**config.mk**
```make
export PLATFORM = sky130hd
export DESIGN_NAME = alu_operand_sequencer
export DESIGN_NICKNAME = d
export VERILOG_FILES = /design/src/rtl/alu_operand_sequencer_pkg.sv /design/src/rtl/alu_operand_sequencer_reg.sv /design/src/rtl/alu_operand_sequencer.sv
export SDC_FILE = /design/constraint.sdc
export NUM_CORES = 1
export LEC_CHECK = 0
export CAP_MARGIN = 20
export CORE_UTILIZATION = 30
export DETAILED_ROUTE_END_ITERATION = 16
export PLACE_DENSITY = 0.54
export SLEW_MARGIN = 40
export SYNTH_ARGS = -nofsm -noshare
export SYNTH_HDL_FRONTEND = slang
export SYNTH_SLANG_ARGS = --single-unit
```
**constraint.sdc**
```tcl
create_clock -name clk -period 3.44 [get_ports clk]
set_input_delay 0.688 -clock clk [delete_from_list [all_inputs] [get_ports clk]]
set_output_delay 0.688 -clock clk [all_outputs]
set_load 0.01 [all_outputs]
```
**src/rtl/alu_operand_sequencer_pkg.sv**
```systemverilog
`default_nettype none
// ---------------------------------------------------------------------------
// | Module   : alu_operand_sequencer_pkg                                     |
// | Purpose  : Shared ALU test definitions: sequencer state encoding,        |
// |            signature polynomial taps and the signature update function.  |
// | Revision : 1.0 - initial release                                          |
// ---------------------------------------------------------------------------
package alu_operand_sequencer_pkg;

  typedef enum logic [1:0] {
    ST_IDLE  = 2'd0,
    ST_RUN   = 2'd1,
    ST_DRAIN = 2'd2,
    ST_DONE  = 2'd3
  } seq_state_t;

  // Feedback taps of the 16-bit signature register: bits 15, 13, 12, 10.
  localparam logic [15:0] c_sig_taps = 16'hB400;

  // Shift left with tap feedback into bit 0, then fold in the captured data.
  function automatic logic [15:0] sig_step(input logic [15:0] sig, input logic [15:0] din);
    return {sig[14:0], ^(sig & c_sig_taps)} ^ din;
  endfunction

endpackage
`default_nettype wire

```
**src/rtl/alu_operand_sequencer_reg.sv**
```systemverilog
`default_nettype none
// ---------------------------------------------------------------------------
// | Module   : alu_operand_sequencer_reg                                     |
// | Purpose  : W-bit register with synchronous active-high clear.            |
// | Ports    : clk, reset (sync, active-high), d [W-1:0] in, q [W-1:0] out.  |
// | Revision : 1.0 - initial release                                          |
// ---------------------------------------------------------------------------
module alu_operand_sequencer_reg #(
  parameter int W = 1
) (
  input  logic         clk,
  input  logic         reset,
  input  logic [W-1:0] d,
  output logic [W-1:0] q
);

  logic [W-1:0] q_q;

  always_ff @(posedge clk) begin
    if (reset) begin
      q_q <= '0;
    end else begin
      q_q <= d;
    end
  end

  assign q = q_q;

endmodule
`default_nettype wire

```
**src/rtl/alu_operand_sequencer.sv**
```systemverilog
`default_nettype none
// ---------------------------------------------------------------------------
// | Module   : alu_operand_sequencer                                         |
// | Purpose  : Sweeps every (opcode, a, b) vector into a registered ALU      |
// |            stage, captures result/flags LAT cycles later and folds them  |
// |            into a running 16-bit signature.                              |
// | Ports    : clk, reset (sync, active-high), start (pulse), pause (level), |
// |            a/b [n-1:0] and opcode [3:0] to the ALU stage,                |
// |            result_in [n-1:0], N_in/Z_in/C_in/V_in from the ALU stage,    |
// |            busy, done, vec_count [2n+4:0], signature [15:0].             |
// | Revision : 1.0 - initial release                                          |
// ---------------------------------------------------------------------------
module alu_operand_sequencer
  import alu_operand_sequencer_pkg::*;
#(
  parameter int         n       = 2,
  parameter logic [3:0] OP_LAST = 4'd9,
  parameter int         LAT     = 2
) (
  input  logic             clk,
  input  logic             reset,
  input  logic             start,
  input  logic             pause,
  output logic [n-1:0]     a,
  output logic [n-1:0]     b,
  output logic [3:0]       opcode,
  input  logic [n-1:0]     result_in,
  input  logic             N_in,
  input  logic             Z_in,
  input  logic             C_in,
  input  logic             V_in,
  output logic             busy,
  output logic             done,
  output logic [2*n+4:0]   vec_count,
  output logic [15:0]      signature
);

  localparam int             c_vw        = 2 * n + 5;
  localparam logic [c_vw-1:0] c_vec_one  = c_vw'(1);
  localparam logic [n-1:0]   c_opnd_one  = n'(1);
  // Oldest stage of the marker pipe; its marker is consumed this cycle.
  localparam logic [LAT-1:0] c_pipe_tail = LAT'(1) << (LAT - 1);

  seq_state_t       state_q, state_d;
  logic [n-1:0]     a_q, a_d;
  logic [n-1:0]     b_q, b_d;
  logic [3:0]       opcode_q, opcode_d;
  logic [c_vw-1:0]  vec_count_q, vec_count_d;
  logic [15:0]      signature_q, signature_d;
  logic             busy_q, busy_d;
  logic             done_q, done_d;

  logic [LAT-1:0]   pipe_d;
  logic [LAT-1:0]   pipe_q;

  logic             w_issue;
  logic             w_capture;
  logic             w_last_vec;
  logic             w_in_flight;

  assign w_issue    = (state_q == ST_RUN) && !pause;
  assign w_capture  = pipe_q[LAT-1];
  assign w_last_vec = (a_q == '1) && (b_q == '1) && (opcode_q == OP_LAST);
  // Markers other than the one being captured right now.
  assign w_in_flight = |(pipe_q & ~c_pipe_tail);

  // Issue-marker pipe: stage 0 takes this cycle's issue flag, each later
  // stage takes its predecessor. A bubble is simply a 0 marker.
  genvar gi;
  generate
    for (gi = 0; gi < LAT; gi++) begin : g_pipe
      if (gi == 0) begin : g_head
        assign pipe_d[gi] = w_issue;
      end else begin : g_body
        assign pipe_d[gi] = pipe_q[gi-1];
      end
      alu_operand_sequencer_reg #(
        .W (1)
      ) u_stage (
        .clk   (clk),
        .reset (reset),
        .d     (pipe_d[gi]),
        .q     (pipe_q[gi])
      );
    end
  endgenerate

  always_comb begin
    state_d     = state_q;
    a_d         = a_q;
    b_d         = b_q;
    opcode_d    = opcode_q;
    vec_count_d = vec_count_q;
    signature_d = signature_q;

    if (w_capture) begin
      vec_count_d = vec_count_q + c_vec_one;
      signature_d = sig_step(signature_q, 16'({N_in, Z_in, C_in, V_in, result_in}));
    end

    case (state_q)
      ST_IDLE, ST_DONE: begin
        if (start) begin
          state_d     = ST_RUN;
          a_d         = '0;
          b_d         = '0;
          opcode_d    = '0;
          vec_count_d = '0;
          signature_d = '0;
        end
      end
      ST_RUN: begin
        if (w_issue) begin
          // The last vector stays on a/b/opcode through DRAIN and DONE.
          if (w_last_vec) begin
            state_d = ST_DRAIN;
          end else if (b_q == '1) begin
            b_d = '0;
            if (a_q == '1) begin
              a_d      = '0;
              opcode_d = opcode_q + 4'd1;
            end else begin
              a_d = a_q + c_opnd_one;
            end
          end else begin
            b_d = b_q + c_opnd_one;
          end
        end
      end
      ST_DRAIN: begin
        if (!w_in_flight) begin
          state_d = ST_DONE;
        end
      end
      default: begin
        state_d = ST_IDLE;
      end
    endcase

    busy_d = (state_d == ST_RUN) || (state_d == ST_DRAIN);
    done_d = (state_d == ST_DONE);
  end

  always_ff @(posedge clk) begin
    if (reset) begin
      state_q     <= ST_IDLE;
      a_q         <= '0;
      b_q         <= '0;
      opcode_q    <= '0;
      vec_count_q <= '0;
      signature_q <= '0;
      busy_q      <= 1'b0;
      done_q      <= 1'b0;
    end else begin
      state_q     <= state_d;
      a_q         <= a_d;
      b_q         <= b_d;
      opcode_q    <= opcode_d;
      vec_count_q <= vec_count_d;
      signature_q <= signature_d;
      busy_q      <= busy_d;
      done_q      <= done_d;
    end
  end

  assign a         = a_q;
  assign b         = b_q;
  assign opcode    = opcode_q;
  assign vec_count = vec_count_q;
  assign signature = signature_q;
  assign busy      = busy_q;
  assign done      = done_q;

endmodule
`default_nettype wire

```
==> flow_summary.ini <==
[run_status]
status = completed

[yosys]
synth_fp_nets = 204
synthCells = 186
ys_types = 38
yosysWarningCount = 0
synth_area_mm2 = 0.00181
ys_ff_latch = 39
ys_seq_area_share_pct = 43.2
synth_area_per_cell_um2 = 9.71

[cells_and_area]
drive_above_1_share_pct = 6.47
final_nets = 249
antenna_cells = 0
area_growth_syn_to_layout_pct = 32.2

[routing]
drt-initial-drc-count = 59
dr_total_vias = 1402
ant_nets = 0
drc_errors = 0
vias_per_cell = 4.61
wirelength_um = 3360
wl_per_cell_um = 11.1
first_pass_iters = 4

[clocking]
cts_buffers = 5
cts-root-buf = clkbuf_8
holdBufCountCts = 0
ctsHtreeMaxLevel = 2
cts_resized = 0
cts_tree = built
clockBufferDepth = 2
path_clk_slew_ns = 0.07
cts_setup_buffers = 0
cts.sinks = 39
clock_latency_ns = 0.29

[worst_setup_path]
path_depth = 7
worstPathMaxFanout = 12
reg2reg_to = busy
worst_ep_arrival_time_ns = 2.25
rr_startpoint = state_q[0]
start_kind = flop
slowest_stage = ha_1
path_class = reg -> reg
critical_path_buf_inv_count = 0
r2r_slack_ns = 1.37
crit_chain = ha_1 -> nand3_1 -> nor3_1 -> nor3_1 -> a21oi_1 -> ha_1 -> nor2b_1
cpPeakStageDelay_ns = 0.42
reg2reg_depth = 7
worstPathRequired_ns = 3.62
crit_path_end_kind = flop
cp_top_family = simple AND/OR/NAND/NOR gates

[flow_run]
drv_cap = 0

[die]
io-pin-count = 45
start_util_pct = 32.0
die_y_um = 79.6
design.core.area_mm2 = 0.00564
dieWidth_um = 79.6
fp.dieArea_mm2 = 0.00633
rows = 27

[pwr]
max-vdd-ir-drop_uv = 258
p_leak_uw = 0.000827
power.density_mw_per_mm2 = 546

[placement]
io_buffers = 44
hpwl_um = 2400
post-place-ws_ns = 1.15
globalplace.congestion = 0.676

[sta]
fin_worst_skew_ns = 0.00571
setup_ws_ns = 1.37
max_slew_margin_pct = 48.0
rsz0062_at_grt = no
hold_viol_final = 0
drv_slew = 0
setup_viol = 0
worstMarginPinSlew_ns = 0.780
post-route-min-period_ns = 2.07
fin_setup_tns_ns = 0
fmax_ghz = 0.482
finalCritPeriodShare_pct = 60.3

[global_routing]
track_usage_pct = 11.9
grt_overflow = 0
grt_pass1_vias = 1272
antenna_found_initial = 0
grt_pass1_wl_um = 5780
grt_max_degree = 27

[worst_hold_path]
holdPathStages = 2
hold_class = reg -> reg
holdPathEnd = g_pipe[1].u_stage.q
min_from = g_pipe[0].u_stage.q
cell usage after synthesis:
cell / instances / area share [%]
nand4b_1: 2 / 0.97
a21o_1: 1 / 0.42
a21boi_1: 1 / 0.42
nor2_1: 29 / 6.0
a21oi_1: 6 / 1.7
nand4_4: 1 / 1.2
mux2i_1: 13 / 7.2
and3_1: 2 / 0.69
a32oi_1: 1 / 0.49
o211ai_2: 1 / 0.69
and3b_1: 1 / 0.49
nand2b_1: 5 / 1.7
mux2_4: 2 / 1.7
a211oi_1: 6 / 2.5
o221ai_1: 1 / 0.49
buf_2: 3 / 0.83
nor3_1: 4 / 1.1
clkbuf_1: 3 / 0.62
and4_1: 1 / 0.49
o211ai_1: 1 / 0.42
xnor3_1: 1 / 1.2
nand4_1: 2 / 0.69
o2111ai_1: 1 / 0.49
nand3b_1: 2 / 0.83
inv_1: 5 / 1.0
xor2_1: 6 / 2.9
xnor2_1: 8 / 3.9
nand3_1: 2 / 0.55
nand2b_4: 1 / 0.76
a21bo_4: 1 / 0.90
dfxtp_1: 39 / 43
o21ai_0: 5 / 1.4
or3_1: 4 / 1.4
and2_1: 1 / 0.35
nor2b_1: 4 / 1.4
ha_1: 8 / 5.5
buf_6: 2 / 1.2
nand2_1: 10 / 2.1
worst register-to-register path, stage by stage, from the launching register on:
cell     delay [ns]
dfxtp_1        0.40
ha_1           0.42
nand3_1        0.25
nor3_1         0.28
nor3_1         0.11
a21oi_1        0.14
ha_1           0.24
nor2b_1        0.13
final cells by class:
class | count | area (um2)
fill | 574 | 3250
multi-input combinational | 134 | 957
sequential | 39 | 781
timing repair buffer | 46 | 455
tap | 72 | 90.1
clock buffer | 6 | 72.6
inverter | 5 | 18.8
clock inverter | 2 | 12.5
registers in the layout (all words and copies together) (netlist names):
name and cells:
g_pipe.u_stage.q 2, b 2, a 2, done 1
vec_count 9, signature 16, state_q 2, opcode 4
busy 1
cells by family after synthesis:
group           Yosys count  share of synthesized area (%)
fa+ha+maj                 8                           5.54
compound gates           25                           9.84
flops                    39                           43.2
xor+xnor                 15                           8.04
mux                      15                           8.87
simple gates             71                           20.7
buf+inv                  13                           3.74
power breakdown:
part           internal, uW  switching, uW  total [uW]  leakage, uW
Clock                   142            162         303    0.0000412
Combinational           236            239         475     0.000471
Sequential              492           34.0         526     0.000315
Total                   870            435        1300     0.000827
per-layer routing:
layer  up-vias  routed length [um]  track usage, %
li1        731                   -               -
met1       638                1590            14.9
met2        27                1560            18.2
met3         6                 135            3.89
met4         0                  74            6.00
met5         -                   0               0
through the flow:
| stage | instances | util [%] | power, uW | instance area (um2) | hold slack [ns] |
|---|---|---|---|---|---|
| after global routing | 304 | 42.3 | 1420 | 2390 | 0.496 |
| after detailed placement | 296 | 40.8 | 1020 | 2300 | 0.443 |
| after CTS | 304 | 42.3 | 1330 | 2390 | 0.452 |
| after floorplan | 186 | - | 923 | 1810 | 0.420 |
| final | 304 | 42.3 | 1300 | 2390 | 0.447 |
| after global placement | 296 | 40.8 | 1020 | 2300 | 0.439 |
cells in the final DEF (no fill, tap or decap), drive strengths merged, types with 2 or more instances in the layout:
master	synthesis	routed
clkdlybuf4s50	0	44
dfxtp	39	39
nor2	29	29
mux2i	13	13
nand2	10	10
xnor2	8	8
ha	8	8
a21oi	6	6
xor2	6	6
a211oi	6	6
nand2b	6	6
clkbuf	3	6
inv	5	5
o21ai	5	5
nor3	4	4
or3	4	4
nor2b	4	4
nand4	3	3
nand3b	2	2
nand3	2	2
and3	2	2
mux2	2	2
nand4b	2	2
buf	5	2
o211ai	2	2
how the worst max path moves through the flow:
stage                from       endpoint
6_report       state_q[0]           busy
4_1_cts        state_q[0]           busy
5_1_grt        state_q[0]           busy
2_1_floorplan  state_q[0]           a[0]
3_5_place_dp        reset  signature[11]
3_3_place_gp        reset   vec_count[2]
Power figures use the tool's default switching activity.
